`config.mk`:
```
export PLATFORM = sky130hd
export DESIGN_NAME = trivium_load_ctrl
export DESIGN_NICKNAME = d
export VERILOG_FILES = /design/src/rtl/trivium_load_ctrl.sv
export SDC_FILE = /design/constraint.sdc
export NUM_CORES = 1
export LEC_CHECK = 0
export ABC_AREA = 1
export BUFFER_PORTS_ARGS = -buffer_cell sky130_fd_sc_hd__buf_4
export CAP_MARGIN = 0
export CORE_MARGIN = 8
export CORE_UTILIZATION = 45
export CTS_CLUSTER_DIAMETER = 120
export DETAILED_ROUTE_END_ITERATION = 10
export PLACE_DENSITY = 0.66
export SETUP_SLACK_MARGIN = 0.1
export SYNTH_ARGS = -nofsm -noshare
export SYNTH_HDL_FRONTEND = slang
export SYNTH_SLANG_ARGS = --single-unit
```
`constraint.sdc`:
```
create_clock -name clk -period 27.5 [get_ports clk]
set_input_delay 5.5 -clock clk [delete_from_list [all_inputs] [get_ports clk]]
set_output_delay 5.5 -clock clk [all_outputs]
set_load 0.05 [all_outputs]
```
`src/rtl/trivium_load_ctrl.sv`:
```
// Byte-stream command parser feeding the Trivium core: assembles key/IV
// frames in a shadow register, commits them whole, and runs the start handshake.
module trivium_load_ctrl #(
  parameter int CLK_FREQ      = 100000000,
  parameter int BAUD_RATE     = 9600,
  parameter int TIMEOUT_BYTES = 4
) (
  input  logic        clk,
  input  logic        rst,
  input  logic [7:0]  rx_data,
  input  logic        rx_valid,
  input  logic        start_ack,
  output logic [79:0] key,
  output logic [79:0] iv,
  output logic        key_valid,
  output logic        iv_valid,
  output logic        start_req,
  output logic        busy,
  output logic        err,
  output logic [1:0]  err_code
);

  localparam longint unsigned TERM_L =
    (longint'(TIMEOUT_BYTES) * 64'd10 * longint'(CLK_FREQ))
    / longint'(BAUD_RATE);
  localparam int CW = $clog2(TERM_L + 1);
  localparam logic [CW-1:0] TERM = CW'(TERM_L);

  localparam logic [7:0] CMD_KEY   = 8'h4B;
  localparam logic [7:0] CMD_IV    = 8'h49;
  localparam logic [7:0] CMD_START = 8'h53;

  typedef enum logic [1:0] {
    IDLE       = 2'd0,
    KEY        = 2'd1,
    IV         = 2'd2,
    START_WAIT = 2'd3
  } state_t;

  state_t         state, state_n;
  logic [79:0]    shadow;
  logic [3:0]     byte_cnt;
  logic [CW-1:0]  tcnt;

  logic           shift;
  logic           commit_key;
  logic           commit_iv;
  logic           cnt_clr;
  logic           start_set;
  logic           start_clr;
  logic           err_n;
  logic [1:0]     code_n;
  logic [79:0]    frame;

  assign frame = {shadow[71:0], rx_data};
  assign busy  = (state != IDLE);

  // State register
  always_ff @(posedge clk or posedge rst) begin
    if (rst) state <= IDLE;
    else     state <= state_n;
  end

  // Next-state and control decode
  always_comb begin
    state_n    = state;
    shift      = 1'b0;
    commit_key = 1'b0;
    commit_iv  = 1'b0;
    cnt_clr    = 1'b1;
    start_set  = 1'b0;
    start_clr  = 1'b0;
    err_n      = 1'b0;
    code_n     = err_code;
    unique case (state)
      IDLE: begin
        if (rx_valid) begin
          case (rx_data)
            CMD_KEY: state_n = KEY;
            CMD_IV:  state_n = IV;
            CMD_START: begin
              if (key_valid && iv_valid) begin
                state_n   = START_WAIT;
                start_set = 1'b1;
              end else begin
                err_n  = 1'b1;
                code_n = 2'd3;
              end
            end
            default: begin
              err_n  = 1'b1;
              code_n = 2'd1;
            end
          endcase
        end
      end
      KEY, IV: begin
        if (rx_valid) begin
          shift = 1'b1;
          if (byte_cnt == 4'd9) begin
            commit_key = (state == KEY);
            commit_iv  = (state == IV);
            state_n    = IDLE;
          end
        end else if (tcnt == TERM) begin
          err_n   = 1'b1;
          code_n  = 2'd2;
          state_n = IDLE;
        end else begin
          cnt_clr = 1'b0;
        end
      end
      START_WAIT: begin
        if (start_ack) begin
          start_clr = 1'b1;
          state_n   = IDLE;
        end
        if (rx_valid) begin
          err_n  = 1'b1;
          code_n = 2'd3;
        end
      end
      default: state_n = IDLE;
    endcase
  end

  // Shadow assembly, byte counter and inter-byte timer
  always_ff @(posedge clk or posedge rst) begin
    if (rst) begin
      shadow   <= '0;
      byte_cnt <= '0;
      tcnt     <= '0;
    end else begin
      if (shift) shadow <= frame;
      if (shift)              byte_cnt <= byte_cnt + 4'd1;
      else if (state == IDLE) byte_cnt <= '0;
      if (cnt_clr) tcnt <= '0;
      else         tcnt <= tcnt + 1'b1;
    end
  end

  // Committed key/IV and their valid flags
  always_ff @(posedge clk or posedge rst) begin
    if (rst) begin
      key       <= '0;
      iv        <= '0;
      key_valid <= 1'b0;
      iv_valid  <= 1'b0;
    end else begin
      if (commit_key) begin
        key       <= frame;
        key_valid <= 1'b1;
      end
      if (commit_iv) begin
        iv       <= frame;
        iv_valid <= 1'b1;
      end else if (start_clr) begin
        iv_valid <= 1'b0;
      end
    end
  end

  // Start request and error reporting
  always_ff @(posedge clk or posedge rst) begin
    if (rst) begin
      start_req <= 1'b0;
      err       <= 1'b0;
      err_code  <= 2'd0;
    end else begin
      if (start_set)      start_req <= 1'b1;
      else if (start_clr) start_req <= 1'b0;
      err      <= err_n;
      err_code <= code_n;
    end
  end

endmodule

```
==> flow_summary.yaml <==
power:
  ir_drop_uv: 45.2
  post-layout-total-power_uw: 983
  power_leakage_uw: 0.00625
  p_per_area_mw_per_mm2: 77.4
sta:
  final_hold_viol_count: 0
  rsz0062_at_grt: "no"
  finalClockSkew_ns: 0.00806
  final-max-slew-violation-count: 0
  final_period_minus_worst_setup_slack_ns: 7.69
  final.period_utilization: 0.280
  max-slew-margin-rel: 0.239
  tns_ns: 0
  worstMarginPinSlew_ns: 1.14
  layout_setup_ws_ns: 19.81
  maxClockFrequency_mhz: 130
  fin_hold_ws_ns: 0.471
  setup_viol_count_final: 0
yosys:
  postSynthAreaPerCell_sq_um: 9.76
  fraction_of_the_mapped_netlist_area_in_compound_gates: 0.129
  synth.mux.area_fraction: 0
  synth_fp_nets: 1091
  synth.top_cell.area_share: 0.630
  synth_top_area_cell: "sky130_fd_sc_hd__dfrtp_1"
  post_synth_and_or_nand_nor_area_fraction: 0.152
  post_synth_main_area_contributors: "sky130_fd_sc_hd__dfrtp_1, sky130_fd_sc_hd__nand2_1, sky130_fd_sc_hd__o21ai_1, sky130_fd_sc_hd__inv_1, sky130_fd_sc_hd__o21ai_0"
  synthesis.area_sq_mm: 0.0105
  synth_fa_ha_area_frac: 0.00958
  synth.distinct_cells: 35
  synthesized_flop_and_latch_total: 263
  yosys_warnings: 0
  synth_top_family_by_area: "simple AND/OR/NAND/NOR gates"
  synth_xor_xnor_area_share: 0.00503
  syn_inst: 1071
  synth_sequential_area_ratio: 0.630
die:
  die_height_um: 168
  row_count: 55
  floorplan.die_area_sq_mm: 0.0284
  core_area_sq_mm: 0.0227
  boundaryPins: 179
  die_width_um: 168
  start_util: 0.460
routing:
  final_routed_drc_violation_total: 0
  routedWlPerCell_um: 15.7
  detailedRoute.firstPassIterationCount: 5
  drt_wl_total_mm: 24.1
  first_iter_violations: 572
  detailroute.via_count: 7519
  postRouteAntennaNets: 0
  drt-vias-per-instance: 4.90
worst_setup_path:
  criticalPathCategory: "in2reg"
  cp_data_required_time_ns: 27.94
  crit_path_end_kind: "register"
  crit_arrival_ns: 8.13
  cp_max_fo: 97
  worstSetupStartpointType: "input port"
flow_run:
  max_cap_viol_count: 0
layout:
  layout_common_cells: "sky130_fd_sc_hd__nand2_1, sky130_fd_sc_hd__dfrtp_1, sky130_fd_sc_hd__buf_4, sky130_fd_sc_hd__o21ai_1, sky130_fd_sc_hd__inv_1"
  layout_commonest_cell: "sky130_fd_sc_hd__nand2_1"
  finish.net_count: 1252
  antenna-diode-count: 0
  fraction_of_layout_instances_using_a_drive_strength_above_1: 0.221
  areaGrowthSynthToFinish_pct: 21.6
global_route:
  globalRouteMet3Util: 0.0407
  global_route.overflow_total: 0
  grt_pass1_vias: 7462
  use_met1: 0.231
  antenna_found_initial: 0
  grt_start_max_net_pins: 114
  use_met2: 0.272
  grt_pass1_wl_mm: 40.0
  groute.usage.overall: 0.170
  grt_max_usage_layer: "met2"
clocking:
  cts.sinks: 263
  post-cts-setup-buffer-count: 0
  cts_buffers: 27
  clk-insertion-delay-late_ns: 0.52
  htree_num_levels: 1
  cts_tree: "done"
  post_cts.resized_instances: 0
  cts.root.buffer_cell: "sky130_fd_sc_hd__clkbuf_16"
  clock_path_buffers: 3
  cts.reportedPaths.clkPinSlew_ns: 0.06
  hold_fix_buffer_count_after_cts: 0
place:
  place.gp.congestion: 0.800
  place_ws_ns: 19.28
  place_hpwl_mm: 16.5
  portBuffers: 178
worst_hold_path:
  holdCritPathClass: "reg2reg"
run_status:
  result_of_the_run: "completed"
[worst max-delay path: stages]
cell	delay (ns)
sky130_fd_sc_hd__buf_4	0.14
sky130_fd_sc_hd__nand2_4	0.40
sky130_fd_sc_hd__clkinv_2	0.25
sky130_fd_sc_hd__nand3_4	0.87
sky130_fd_sc_hd__buf_4	0.67
sky130_fd_sc_hd__nand2_1	0.13
sky130_fd_sc_hd__o21ai_1	0.11
[power by group]
part           internal (uW)  switching (uW)  total, uW
combinational           39.9             120        159
clock                    212             147        358
sequential               438            27.8        465
total                    689             294        983
[logic make-up (layout without fill, tap and decap cells)]
logic type	count (synthesis)	in the layout
compound gates	250	250
buf+inv	164	344
xor+xnor	6	6
simple gates	380	380
fa+ha+maj	8	8
flops	263	263
[cells in the mapped netlist]
| library cell | count |
|---|---|
| sky130_fd_sc_hd__ha_1 | 8 |
| sky130_fd_sc_hd__o22ai_1 | 3 |
| sky130_fd_sc_hd__o21a_1 | 1 |
| sky130_fd_sc_hd__a22o_1 | 1 |
| sky130_fd_sc_hd__nand3_4 | 2 |
| sky130_fd_sc_hd__and3_1 | 1 |
| sky130_fd_sc_hd__a211oi_1 | 1 |
| sky130_fd_sc_hd__clkinv_2 | 1 |
| sky130_fd_sc_hd__nand3_1 | 14 |
| sky130_fd_sc_hd__o21ai_1 | 138 |
| sky130_fd_sc_hd__inv_1 | 107 |
| sky130_fd_sc_hd__dfrtp_1 | 263 |
| sky130_fd_sc_hd__nor3_4 | 1 |
| sky130_fd_sc_hd__nor2_4 | 1 |
| sky130_fd_sc_hd__xnor2_1 | 2 |
| sky130_fd_sc_hd__o21ai_2 | 22 |
| sky130_fd_sc_hd__nand2_1 | 284 |
| sky130_fd_sc_hd__nor2_2 | 4 |
| sky130_fd_sc_hd__a21oi_1 | 11 |
| sky130_fd_sc_hd__nor3_1 | 9 |
| sky130_fd_sc_hd__clkinv_1 | 1 |
| sky130_fd_sc_hd__o21ai_0 | 73 |
| sky130_fd_sc_hd__buf_2 | 5 |
| sky130_fd_sc_hd__buf_6 | 21 |
| sky130_fd_sc_hd__nand2_2 | 13 |
| sky130_fd_sc_hd__clkbuf_2 | 2 |
| sky130_fd_sc_hd__xor2_1 | 4 |
| sky130_fd_sc_hd__nand4_1 | 7 |
| sky130_fd_sc_hd__or2_1 | 2 |
| sky130_fd_sc_hd__clkbuf_1 | 23 |
| sky130_fd_sc_hd__nand3b_1 | 2 |
| sky130_fd_sc_hd__inv_2 | 4 |
| sky130_fd_sc_hd__nor2_1 | 38 |
| sky130_fd_sc_hd__nand2_4 | 1 |
| sky130_fd_sc_hd__nor3b_1 | 1 |
[registers in the layout, indices dropped and copies added, names as in the netlist, 2 cells and up]
name / cells
err_code: 2
byte_cnt: 4
state: 2
key: 80
tcnt: 19
shadow: 72
iv: 80
[per-stage QoR]
| stage | cell area (sq um) | instances | util |
|---|---|---|---|
| 6_report | 12700 | 1536 | 0.560 |
| 5_1_grt | 12700 | 1536 | 0.560 |
| 4_1_cts | 12700 | 1536 | 0.560 |
| 3_5_place_dp | 11800 | 1488 | 0.521 |
| 3_3_place_gp | 11800 | 1488 | 0.521 |
| 2_1_floorplan | 10500 | 1071 | - |
[path summary, 6_finish.rpt]
kind / startpoint / to / slack [ns] / cells past startpoint
max in group asynchronous: rst / tcnt[0] / 20.91 / 3
max reg2reg: state[0] / key[0] / 24.06 / 8
max: rx_valid / key[0] / 19.81 / 7
min: byte_cnt[3] / byte_cnt[3] / 0.47 / 1
min in group asynchronous: rst / iv[38] / 5.13 / 2
min reg2reg: byte_cnt[3] / byte_cnt[3] / 0.47 / 1
[metal layers]
metal / wire length, um / vias up
met5: 0 / -
met4: 388 / 0
met3: 1400 / 26
met2: 11300 / 157
met1: 11000 / 3599
li1: - / 3737
[layout make-up]
cell class | count | area [sq um]
timing repair buffer | 183 | 1370
sequential | 263 | 6580
multi-input combinational | 644 | 3090
clock inverter | 12 | 114
tap | 285 | 357
inverter | 113 | 433
clock buffer | 36 | 759
fill | 2023 | 10000
Note: power is estimated with default switching activity, not from simulation.
